## src/rtl/dds_phase_ctrl_pkg.sv

```systemverilog
// dds_pkg: shared definitions for the DDS phase controller.
//   - default widths for type, amplitude, tuning word, offset, accumulator, address
//   - controller state encoding (IDLE / RUN / PENDING)
//   - param_rec_t: one parameter set, used for both shadow and active registers
package dds_pkg;

  localparam int DEF_BN_ST  = 2;
  localparam int DEF_BN_A   = 11;
  localparam int DEF_BN_F   = 15;
  localparam int DEF_BN_O   = 12;
  localparam int DEF_ACC_W  = 24;
  localparam int DEF_ADDR_W = 10;

  localparam logic [1:0] ST_IDLE    = 2'd0;
  localparam logic [1:0] ST_RUN     = 2'd1;
  localparam logic [1:0] ST_PENDING = 2'd2;

  typedef struct packed {
    logic [DEF_BN_ST-1:0] sig_type;
    logic [DEF_BN_F-1:0]  freq;
    logic [DEF_BN_A-1:0]  amp;
    logic [DEF_BN_O-1:0]  offset;
  } param_rec_t;

  function automatic param_rec_t pack_params(
    input logic [DEF_BN_ST-1:0] sig_type,
    input logic [DEF_BN_F-1:0]  freq,
    input logic [DEF_BN_A-1:0]  amp,
    input logic [DEF_BN_O-1:0]  offset
  );
    param_rec_t rec;
    rec.sig_type = sig_type;
    rec.freq     = freq;
    rec.amp      = amp;
    rec.offset   = offset;
    return rec;
  endfunction

endpackage

```

## src/rtl/dds_phase_ctrl_phase_acc.sv

```systemverilog
// phase_acc: registered DDS phase accumulator.
// Ports:
//   clk, rst  - clock, synchronous active-high reset
//   en        - advance the accumulator by ftw this cycle
//   clr       - force the accumulator to zero (wins over en)
//   ftw       - tuning word, already zero-extended to ACC_W
//   addr      - top ADDR_W bits of the accumulator (ROM phase address)
//   wrap      - carry out of acc + ftw, i.e. the next enabled edge rolls over
module phase_acc #(
  parameter int ACC_W  = 24,
  parameter int ADDR_W = 10
) (
  input  logic              clk,
  input  logic              rst,
  input  logic              en,
  input  logic              clr,
  input  logic [ACC_W-1:0]  ftw,
  output logic [ADDR_W-1:0] addr,
  output logic              wrap
);

  logic [ACC_W-1:0] acc;
  logic [ACC_W:0]   sum;

  // One extra bit on the add exposes the modulo-2^ACC_W rollover as a carry.
  assign sum  = {1'b0, acc} + {1'b0, ftw};
  assign wrap = sum[ACC_W];
  assign addr = acc[ACC_W-1 -: ADDR_W];

  always_ff @(posedge clk) begin
    if (rst || clr) begin
      acc <= '0;
    end else if (en) begin
      acc <= sum[ACC_W-1:0];
    end
  end

endmodule

```

## src/rtl/dds_phase_ctrl.sv

```systemverilog
// dds_phase_ctrl: captures parameter sets from the UART config block and runs
// the DDS phase accumulator, switching to a new set only at a phase wrap so no
// waveform period is cut short.
// Ports:
//   clk, rst                          - clock, synchronous active-high reset
//   new_data_flag                     - one-cycle pulse, parameter inputs valid
//   signal_type/frequency/amplitude/offset - requested parameter set
//   phase_addr                        - ROM address, top bits of the accumulator
//   type_out/amp_out/offset_out       - active waveform parameters
//   out_valid                         - high once any configuration is active
//   update_pulse                      - one cycle, on the cycle a new set goes active
// Build option:
//   DDS_AMP_RAMP_EN - amp_out slews 1 LSB per clock toward the applied amplitude
//                     instead of jumping; type and offset still switch at once.
module dds_phase_ctrl #(
  parameter int BN_ST  = dds_pkg::DEF_BN_ST,
  parameter int BN_A   = dds_pkg::DEF_BN_A,
  parameter int BN_F   = dds_pkg::DEF_BN_F,
  parameter int BN_O   = dds_pkg::DEF_BN_O,
  parameter int ACC_W  = dds_pkg::DEF_ACC_W,
  parameter int ADDR_W = dds_pkg::DEF_ADDR_W
) (
  input  logic              clk,
  input  logic              rst,
  input  logic              new_data_flag,
  input  logic [BN_ST-1:0]  signal_type,
  input  logic [BN_F-1:0]   frequency,
  input  logic [BN_A-1:0]   amplitude,
  input  logic [BN_O-1:0]   offset,
  output logic [ADDR_W-1:0] phase_addr,
  output logic [BN_ST-1:0]  type_out,
  output logic [BN_A-1:0]   amp_out,
  output logic [BN_O-1:0]   offset_out,
  output logic              out_valid,
  output logic              update_pulse
);

  import dds_pkg::*;

  logic [1:0] state, state_n;
  param_rec_t active, shadow, shadow_n, in_set, apply_set;
  logic       apply;
  logic       wrap;
  logic [ACC_W-1:0] ftw;

  assign in_set = pack_params(signal_type, frequency, amplitude, offset);
  assign ftw    = {{(ACC_W-BN_F){1'b0}}, active.freq};

  // The accumulator sits at zero in IDLE and runs from the first apply
  // onward; it is never cleared on later applies so phase stays continuous.
  phase_acc #(
    .ACC_W  (ACC_W),
    .ADDR_W (ADDR_W)
  ) u_phase_acc (
    .clk  (clk),
    .rst  (rst),
    .en   (state != ST_IDLE),
    .clr  (state == ST_IDLE),
    .ftw  (ftw),
    .addr (phase_addr),
    .wrap (wrap)
  );

  // Decide whether a parameter set goes active on this edge and which one.
  // A flag that lands on a wrap edge is applied directly; a queued set is
  // applied at the next wrap, or immediately if the active tuning word is
  // zero (no wrap would ever come). Later flags overwrite the queued set.
  always_comb begin
    apply     = 1'b0;
    apply_set = active;
    state_n   = state;
    shadow_n  = shadow;
    case (state)
      ST_IDLE: begin
        if (new_data_flag) begin
          apply     = 1'b1;
          apply_set = in_set;
          state_n   = ST_RUN;
        end
      end
      ST_RUN: begin
        if (new_data_flag) begin
          if (wrap) begin
            apply     = 1'b1;
            apply_set = in_set;
          end else begin
            shadow_n = in_set;
            state_n  = ST_PENDING;
          end
        end
      end
      ST_PENDING: begin
        if (wrap || (active.freq == '0)) begin
          apply     = 1'b1;
          apply_set = new_data_flag ? in_set : shadow;
          state_n   = ST_RUN;
        end else if (new_data_flag) begin
          shadow_n = in_set;
        end
      end
      default: state_n = ST_IDLE;
    endcase
  end

  always_ff @(posedge clk) begin
    if (rst) begin
      state        <= ST_IDLE;
      active       <= '0;
      shadow       <= '0;
      out_valid    <= 1'b0;
      update_pulse <= 1'b0;
    end else begin
      state        <= state_n;
      shadow       <= shadow_n;
      update_pulse <= apply;
      if (apply) begin
        active    <= apply_set;
        out_valid <= 1'b1;
      end
    end
  end

  assign type_out   = active.sig_type;
  assign offset_out = active.offset;

`ifdef DDS_AMP_RAMP_EN
  logic [BN_A-1:0] amp_q;
  logic [BN_A-1:0] amp_tgt;

  // active.amp holds the ramp target; the step toward a freshly applied
  // target already happens on the apply edge itself.
  assign amp_tgt = apply ? apply_set.amp : active.amp;

  always_ff @(posedge clk) begin
    if (rst) begin
      amp_q <= '0;
    end else if (amp_q < amp_tgt) begin
      amp_q <= amp_q + 1'b1;
    end else if (amp_q > amp_tgt) begin
      amp_q <= amp_q - 1'b1;
    end
  end

  assign amp_out = amp_q;
`else
  assign amp_out = active.amp;
`endif

endmodule
```

## config.mk

```make
export PLATFORM = sky130hd
export DESIGN_NAME = dds_phase_ctrl
export DESIGN_NICKNAME = d
export VERILOG_FILES = /design/src/rtl/dds_phase_ctrl_pkg.sv /design/src/rtl/dds_phase_ctrl_phase_acc.sv /design/src/rtl/dds_phase_ctrl.sv
export SDC_FILE = /design/constraint.sdc
export NUM_CORES = 1
export LEC_CHECK = 0
export BUFFER_PORTS_ARGS = -buffer_cell sky130_fd_sc_hd__buf_2
export CAP_MARGIN = 30
export CORE_MARGIN = 2
export CORE_UTILIZATION = 50
export CTS_CLUSTER_SIZE = 20
export DETAILED_ROUTE_END_ITERATION = 12
export PLACE_DENSITY = 0.7
export SLEW_MARGIN = 15
export SYNTH_ARGS = -nofsm -noshare
export SYNTH_HDL_FRONTEND = slang
export SYNTH_HIERARCHICAL = 1
export SYNTH_SLANG_ARGS = --single-unit
export TNS_END_PERCENT = 30
```

## constraint.sdc

```tcl
create_clock -name clk -period 4.5 [get_ports clk]
set_input_delay 0 -clock clk [delete_from_list [all_inputs] [get_ports clk]]
set_output_delay 0 -clock clk [all_outputs]
set_load 0.05 [all_outputs]
```

Yosys cells after proc, flatten, opt, wreduce, memory -nomap -nowiden
Index checks and enable logic that the tools add are counted.
Widths: inputs -> output; s select.
{"block": "totals", "reg_bits": 108, "mem_bits_rw": 0, "romBits": 0, "latch_bits": 0, "memories": 0, "elab_cells": 51, "in_bits": 43, "out_inout_bits": 37}
{"block": "classes", "shift": 0, "bitwise_logic": 0, "n_eq_ne": 8, "n_reduce_logical": 10, "div": 0, "n_addsub": 1, "n_mux": 20, "order_cmp": 0, "mul": 0}
{"cell": "$mux 40", "count": 8}
{"cell": "$pmux 40 s3", "count": 1}
{"cell": "$pmux 40 s2", "count": 1}
{"cell": "$add 24x15->25", "count": 1}
{"cell": "$logic_not 15->1", "count": 1}
{"cell": "$ne 2x2->1 const B", "count": 5}
{"cell": "$mux 2", "count": 4}
{"cell": "$reduce_and 4->1", "count": 2}
{"cell": "$pmux 2 s3", "count": 1}
{"cell": "$reduce_and 6->1", "count": 1}
{"cell": "$mux 1", "count": 4}
{"cell": "$reduce_bool 2->1", "count": 2}
{"cell": "$pmux 1 s3", "count": 1}
{"cell": "$reduce_bool 3->1", "count": 1}
{"cell": "$eq 2x1->1 const B", "count": 1}
{"cell": "$eq 2x2->1 const B", "count": 1}
{"cell": "$logic_not 2->1", "count": 1}
{"cell": "$logic_or 1x1->1", "count": 2}
{"cell": "$ne 2x1->1 const B", "count": 1}

Depth between registers and ports, before layout
Gate-level depths: netlist (run 1).
{"block": "depth", "depth_word": 5, "mapped_depth": 14, "depth_no_buf": 13}

Cells and area by module
Netlist (run 1), hierarchy kept.
{"mod": "dds_phase_ctrl", "n_inst": 1, "seq_area_each_um2": 1681.6, "area_per_inst_um2": 4149.0, "cells_per_inst": 400}
{"mod": "phase_acc", "n_inst": 1, "seq_area_each_um2": 480.5, "area_per_inst_um2": 2113.3, "cells_per_inst": 267}

Least setup slack after synthesis (run 1)
OpenSTA, ideal clock, no wires.
{"block": "synth_path", "path_type": "register to register", "start": "register active[23] (netlist bit)", "end": "register active[23] (netlist bit)", "path_buffers": 1, "arrival_time_ps": 2925, "path_slack_ps": 1504, "stages_incl_launch_ff": 14, "synth_period_minus_slack_ps": 2996, "setup_ps": 72, "required_ps": 4428, "cell_sequence": "dfxtp_1 -> ha_1 -> fa_1 -> a21oi_2 -> o211ai_2 -> a211oi_2 -> nor3_2 -> a41oi_2 -> a21o_1 -> a21oi_2 -> a41o_1 -> o21ai_2 -> buf_2 -> mux2i_1"}
{"block": "synth_via", "elab_chain_len": 5, "elab_cells_between_ends": 10, "classes_between": "1 x add/sub; 2 x eq/ne; 4 x mux; 3 x reduce/logical"}
{"item": "from (decl)", "line": "dds_phase_ctrl.sv:41", "source": "param_rec_t active, shadow, shadow_n, in_set, apply_set;"}
{"item": "from (signal assigned)", "line": "dds_phase_ctrl.sv:117", "source": "active <= apply_set;"}
{"item": "$add 24x15->25 *", "line": "dds_phase_ctrl_phase_acc.sv:26", "source": "assign sum = {1'b0, acc} + {1'b0, ftw};"}
{"item": "via wrap", "line": "dds_phase_ctrl.sv:43", "source": "logic wrap;"}
{"item": "$mux 1 / $logic_or 1x1->1 (equally long branches)", "line": "dds_phase_ctrl.sv:83, dds_phase_ctrl.sv:93"}
{"item": "$mux 1, on equally long branches", "line": "dds_phase_ctrl.sv:82, dds_phase_ctrl.sv:93"}
{"item": "$pmux 1 s3", "line": "dds_phase_ctrl.sv:73", "source": "case (state)"}
{"item": "$reduce_and 6->1 (no source line) *"}
Mark *: on every way through the listed nets, which the timed path passes. The rest lies on a longest branch.
A chain may end at the register's enable or synchronous reset.

Worst setup path in the final report (run 1)
{"block": "layout_path", "start": "register active[23] (netlist bit)", "end": "register active (netlist bit amp_out[2])"}
The elaborated chain is that of the path after synthesis.

==> results of run 1 <==
==> logic make-up (layout without fill, tap and decap cells) <==
| group | Yosys count | in the layout |
|---|---|---|
| mux | 129 | 129 |
| fa+ha+maj | 25 | 25 |
| buf+inv | 80 | 110 |
| simple gates | 216 | 216 |
| other cells | 1 | 9 |
| xor+xnor | 18 | 18 |
| compound gates | 90 | 90 |
| flops | 108 | 108 |
==> final cells by class <==
type	instances	area (sq um)	share of cell area
clock inverter	5	82.58	0.01218
tap	168	210.2	0.03101
sequential	108	2162	0.3189
clock buffer	11	232.7	0.03433
timing repair buffer	84	432.9	0.06386
inverter	10	37.54	0.005537
multi-input combinational	487	3621	0.5341
==> power by group through the flow <==
stage / Combinational, mW / Clock (mW) / Sequential [mW]
finish: 0.574 / 0.855 / 1.10
global route: 0.622 / 0.912 / 1.11
CTS: 0.577 / 0.875 / 1.10
detailed placement: 0.575 / 0 / 1.12
global placement: 0.562 / 0 / 1.11
floorplan: 0.506 / 0 / 1.11
==> layout by cell type, fill, tap and decap left out, types with 3 or more instances in the layout <==
master     synthesis  routed
nand2_1           29      29
conb_1             1       9
buf_2              6      79
dfxtp_1          108     108
a21o_1             4       4
clkbuf_16          0       9
o211ai_1           6       6
nor2b_1            3       3
xnor2_1            9       9
or2_0             40      40
nor4_1             4       4
nor3b_1            3       3
o21ai_1           15      15
mux2i_1          129     129
a21oi_1           29      29
nor3_1             4       4
buf_4             36       5
nor2_1            29      29
a31oi_1            5       5
nand3_1            7       7
ha_1              24      24
nand2b_1          82      82
a21oi_2            3       3
o21ai_0            9       9
xor2_1             9       9
inv_1             10      10
==> state kept, by name (all words and copies together) (netlist names) <==
register	cells
active	15
amp_out	11
offset_out	12
out_valid	1
shadow	40
state	2
type_out	2
u_phase_acc/acc	24
update_pulse	1
==> critical path: cells and delay by family (launching register included) <==
family	cells	cell delay, ps
compound gates	8	1490
fa+ha+maj	2	660
buf+inv	1	610
flops	1	330
mux	1	270
simple gates	1	100
==> path summary, 6_finish.rpt <==
path	startpoint	endpoint	slack [ps]	cells past startpoint
setup / recovery	active[23]$_SDFFE_PP0P_	amp_out[2]$_SDFFE_PP0P_	960	13
hold / removal	new_data_flag	state[0]$_SDFFE_PP0P_	60	3
setup reg to reg	active[23]$_SDFFE_PP0P_	amp_out[2]$_SDFFE_PP0P_	960	13
hold reg to reg	out_valid$_SDFFE_PP0P_	out_valid$_SDFFE_PP0P_	460	2
==> through the flow <==
step / setup slack, ps / utilization / hold slack, ps
final: 956.8 / 0.5597 / 58.92
after floorplan: 1504 / - / 211.9
after global routing: 743.3 / 0.5597 / 76.09
after global placement: 1083 / 0.5337 / 414.9
after CTS: 948.9 / 0.5597 / 52.86
after detailed placement: 977.8 / 0.5337 / 422.2
==> metal layers <==
metal	global-route usage	vias to the layer above	wire length (um)
met2	0.3185	96	5907
met3	0.04812	14	641
li1	-	2326	-
met1	0.2455	2182	5702
met4	0.05635	0	163
met5	0	-	0
==> impl_metrics.csv, run 1 <==
group,metric,value,unit
timing,setup_viol,0,
job,maxCapViolations,0,
worst_setup_path,startpoint_type,"flop",
worst_setup_path,cp_max_fo,42,
timing,final.setup.tns,0,ps
synth,ys_warn_count,6,
placed_design,dpl_cell_area,6464,sq um
die,core,12110,sq um
grt,grt_pass1_vias,4514,
detailed_routing,wl_per_cell,14.22,um
detailed_routing,drt_wl_total,12410,um
grt,grt_overflow,0,
timing,final-max-slew-violation-count,0,
synth,synth_top_area_frac,0.3453,
cts,ctsResizeCount,0,
pwr,switchingPower,0.7767,mW
timing,slew_headroom,0.4020,
grt,grt_start_max_net_pins,127,
cts,numCtsBuffers,9,
synth,synthSimpleGateAreaFrac,0.1966,
detailed_routing,vias,4618,
cts,postCtsSetupBuffers,0,
die,start_util,0.5170,
pwr,p_sw_frac,0.3075,
synth,synth-adder-area-share,0.05115,
cts,tritoncts,"built",
worst_setup_path,cp_data_required_time,4770,ps
synth,synth_area,6262,sq um
worst_setup_path,cp_slowest_cell,"buf_4",
pwr,clkPwrFrac,0.339,
worst_setup_path,cp_data_arrival_time,3820,ps
placed_design,place_inst,857,
synth,synth.area.top_cells,"dfxtp_1 (35%), mux2i_1 (21%), nand2b_1 (8.2%)",
timing,min_period,3543,ps
worst_setup_path,endpoint_kind,"flop",
worst_setup_path,crit_type,"flop to flop",
synth,synth-compound-area-share,0.09231,
pwr,p_int,1.749,mW
pwr,power_density,372.6,nW/um^2
placed_design,gp_congestion,0.9263,
finish,syn_to_final_growth,8.252,%
synth,syn_inst,667,
timing,grt_setup_unrepaired,"false",
worst_setup_path,crit_chain,"ha_1 -> fa_1 -> a21oi_2 -> o211ai_2 -> a211oi_2 -> nor3_2 -> a41oi_2 -> a21o_1 -> a21oi_2 -> a41o_1 -> o21ai_4 -> buf_4 -> mux2i_1",
worst_setup_path,cpMostUsedCell,"a21oi_2",
grt,antenna_found_initial,0,
finish,finish.net_count,768,
worst_setup_path,max_stage_delay,610,ps
grt,grt_pass1_wl,20640,um
detailed_routing,drc_errors,0,
synth,async_flop_share,0,
pwr,ir_drop,0.1952,mV
synth,syn_avg_cell_area,9.389,sq um
die,dieArea,13440,sq um
synth,synth_mux_area_frac,0.2062,
cts,clkLatencyLatePin,350,ps
timing,period_share,0.7874,
synth,synthFlopType,"dfxtp_1",
grt,grt.total_usage,0.1911,
cts,cts_hold_buf,0,
finish,antenna_cells,0,
timing,tightestPinTransition,897.0,ps
placed_design,io_buffers,79,
timing,fmax,282.2,MHz
pwr,combPwrFrac,0.227,
die,die_h,115.9,um
synth,synth-seq-area-share,0.3453,
pwr,seqPwrFrac,0.434,
cts,htreeDepth,3,
cts,clock_path_buffers,2,
finish,drive_gt1_frac,0.1645,
min_path,hold_path_class,"primary input to flop",
pwr,p_leak,2.993,nW
detailed_routing,drt-initial-drc-count,206,
detailed_routing,antenna_left,0,
synth,synth_xor_area_frac,0.02517,
finish,instances_no_fill,873,
synth,synth_top_family_by_area,"multiplexers",
die,die_w,115.9,um
detailed_routing,firstDrtPassIters,4,
cts,cts.clk_slew.worst_paths,70,ps
finish,final_area,6779,sq um
detailed_routing,viasPerCell,5.290,
die,io_pins,80,
synth,synthTopCellsByCount,"mux2i_1 (129), dfxtp_1 (108), nand2b_1 (82)",
run_status,status,"completed",
synth,yosysUniqueCellTypes,56,
pwr,total_power,2.526,mW
cts,cts_root_buffer,"clkbuf_16",
die,fp-row-count,40,
timing,hold_violations,0,
synth,ys_ff_latch,108,
cts,numClockSinks,108,
placed_design,post-dp-hpwl,8572,um
synth,synth_edf_count,0,
synth,yosysMostFrequentCell,"mux2i_1",
synth,yosysTopAreaCell,"dfxtp_1",
timing,fin_worst_skew,4.755,ps
finish,n_fill_cell,1066,
Power figures use the tool's default switching activity.
==> run 2: changes to the inputs <==
==> constraint.sdc (replaced) <==
create_clock -name clk -period 3.6 [get_ports clk]
set_input_delay 0 -clock clk [delete_from_list [all_inputs] [get_ports clk]]
set_output_delay 0 -clock clk [all_outputs]
set_load 0.05 [all_outputs]
==> run 2 against run 1 <==
Effect of this change:
- clock skew hardly changed
- critical path depth is the same
- non-clock buffer count grew 4
- critical endpoint is now shadow[5]$_SDFFE_PP0P_
- largest cell class unchanged
- largest power group unchanged
- highest routed layer unchanged
==> impl_metrics.csv, run 2 (synthesis gave the netlist of run 1 again) <==
group,metric,value,unit
pwr,power_density,450.5,nW/um^2
timing,grt_setup_unrepaired,"false",
placed_design,dpl_cell_area,6506,sq um
detailed_routing,firstDrtPassIters,4,
cts,numClockSinks,108,
worst_setup_path,max_stage_delay,420,ps
pwr,ir_drop,0.2408,mV
grt,grt_pass1_wl,20900,um
worst_setup_path,cp_data_arrival_time,3610,ps
worst_setup_path,cp_slowest_cell,"fa_1",
die,dieArea,13440,sq um
worst_setup_path,endpoint_kind,"flop",
worst_setup_path,cp_data_required_time,3840,ps
finish,drive_gt1_frac,0.1721,
timing,tightestPinTransition,898.6,ps
min_path,hold_path_class,"primary input to flop",
finish,multi_input_area,3628,sq um
finish,top_register,"shadow",
worst_setup_path,startpoint_type,"flop",
timing,setup_viol,0,
finish,syn_to_final_growth,8.571,%
timing,min_period,3372,ps
detailed_routing,vias,4584,
finish,reg_top3,"shadow (40), u_phase_acc/acc (24), active (15)",
timing,period_share,0.9365,
die,die_w,115.9,um
cts,cts_hold_buf,0,
detailed_routing,drt_wl_total,12380,um
timing,slew_headroom,0.4009,
job,maxCapViolations,0,
pwr,clkPwrFrac,0.314,
cts,htreeDepth,3,
placed_design,io_buffers,79,
detailed_routing,drt-initial-drc-count,224,
die,die_h,115.9,um
finish,antenna_cells,0,
die,io_pins,80,
grt,grt_start_max_net_pins,126,
cts,numCtsBuffers,9,
timing,final-max-slew-violation-count,0,
pwr,combPwrFrac,0.239,
finish,n_fill_cell,1103,
timing,fin_worst_skew,4.809,ps
die,start_util,0.5170,
die,fp-row-count,40,
finish,regArea,2162,sq um
pwr,switchingPower,1.002,mW
finish,largest_register_ffs,40,
detailed_routing,viasPerCell,5.227,
finish,mostFrequentLayoutCells,"mux2i_1 (129), dfxtp_1 (108), nand2b_1 (82)",
worst_setup_path,cp_max_fo,14,
timing,final.setup.tns,0,ps
cts,clock_path_buffers,2,
timing,fmax,296.6,MHz
finish,layout_commonest_cell,"mux2i_1",
detailed_routing,wl_per_cell,14.12,um
grt,grt_overflow,0,
worst_setup_path,crit_chain,"ha_1 -> fa_1 -> a21oi_2 -> o211ai_2 -> a211oi_2 -> nor3_2 -> a41oi_2 -> a21o_1 -> a21oi_2 -> a41o_1 -> o22a_4 -> buf_4 -> mux2i_1",
cts,cts_root_buffer,"clkbuf_16",
worst_setup_path,cpMostUsedCell,"a21oi_2",
grt,grt_pass1_vias,4452,
cts,clkLatencyLatePin,360,ps
timing,hold_violations,0,
grt,antenna_found_initial,0,
die,core,12110,sq um
finish,final_area,6799,sq um
placed_design,gp_congestion,0.8932,
cts,tritoncts,"built",
pwr,seqPwrFrac,0.447,
worst_setup_path,reg2reg_depth,13,
pwr,p_sw_frac,0.3270,
finish,finish.net_count,772,
detailed_routing,antenna_left,0,
grt,grt.total_usage,0.1946,
detailed_routing,drc_errors,0,
placed_design,post-dp-hpwl,8698,um
min_path,holdPathStages,3,
run_status,status,"completed",
pwr,p_int,2.061,mW
cts,cts.clk_slew.worst_paths,70,ps
worst_setup_path,crit_type,"flop to flop",
pwr,p_leak,2.998,nW
run 2: routing by layer:
| layer | routed length, um | vias up | share of wire | track usage |
|---|---|---|---|---|
| met5 | 0 | - | 0 | 0 |
| met4 | 205 | 0 | 0.017 | 0.07698 |
| met2 | 5893 | 77 | 0.48 | 0.3236 |
| met1 | 5804 | 2165 | 0.47 | 0.2534 |
| met3 | 480 | 13 | 0.039 | 0.03190 |
| li1 | - | 2329 | - | - |
run 2: power by group through the flow:
stage,sequential (mW),clock [mW],combinational (mW)
after global placement,1.39,0,0.713
after CTS,1.37,0.986,0.733
after global routing,1.38,1.04,0.795
final,1.37,0.962,0.732
after floorplan,1.38,0,0.632
after detailed placement,1.39,0,0.728
run 2: layout make-up:
cell class              instances  area share
inverters                      10    0.005521
repair buffers                 88     0.06993
clock inverters                 7    0.008833
well taps                     168     0.03092
multi-input cells             487      0.5337
clock buffers                   9     0.03312
flip-flops and latches        108      0.3180
run 2: final timing paths:
| kind | from | slack, ps | endpoint |
|---|---|---|---|
| hold / removal | new_data_flag | 50 | state[0]$_SDFFE_PP0P_ |
| hold reg to reg | out_valid$_SDFFE_PP0P_ | 450 | out_valid$_SDFFE_PP0P_ |
| setup reg to reg | active[23]$_SDFFE_PP0P_ | 230 | shadow[5]$_SDFFE_PP0P_ |
| setup / recovery | active[23]$_SDFFE_PP0P_ | 230 | shadow[5]$_SDFFE_PP0P_ |
run 2: critical path: cells and delay by family, from the launching register on:
kind	cells	cell delay, ps
adder cells (fa/ha/maj)	2	650
flip-flops	1	330
AO/OA/AOI/OAI	8	1800
buffers and inverters	1	240
multiplexers	1	140
AND/OR/NAND/NOR	1	100
run 2: per-stage QoR:
stage	instances	utilization	worst slack (ps)	power, mW	hold WS [ps]
finish	877	0.5614	228.4	3.063	54.17
global route	877	0.5614	70.32	3.213	64.37
CTS	877	0.5607	164.8	3.088	30.23
detailed placement	861	0.5372	209.3	2.123	404.5
global placement	861	0.5372	293.6	2.103	411.0
floorplan	675	-	603.7	2.016	211.9
run 2: timing repair:
action                                  CTS  global route
setup buffers                             0             0
endpoints found under the setup margin    0             6
gates resized for setup                   0             1
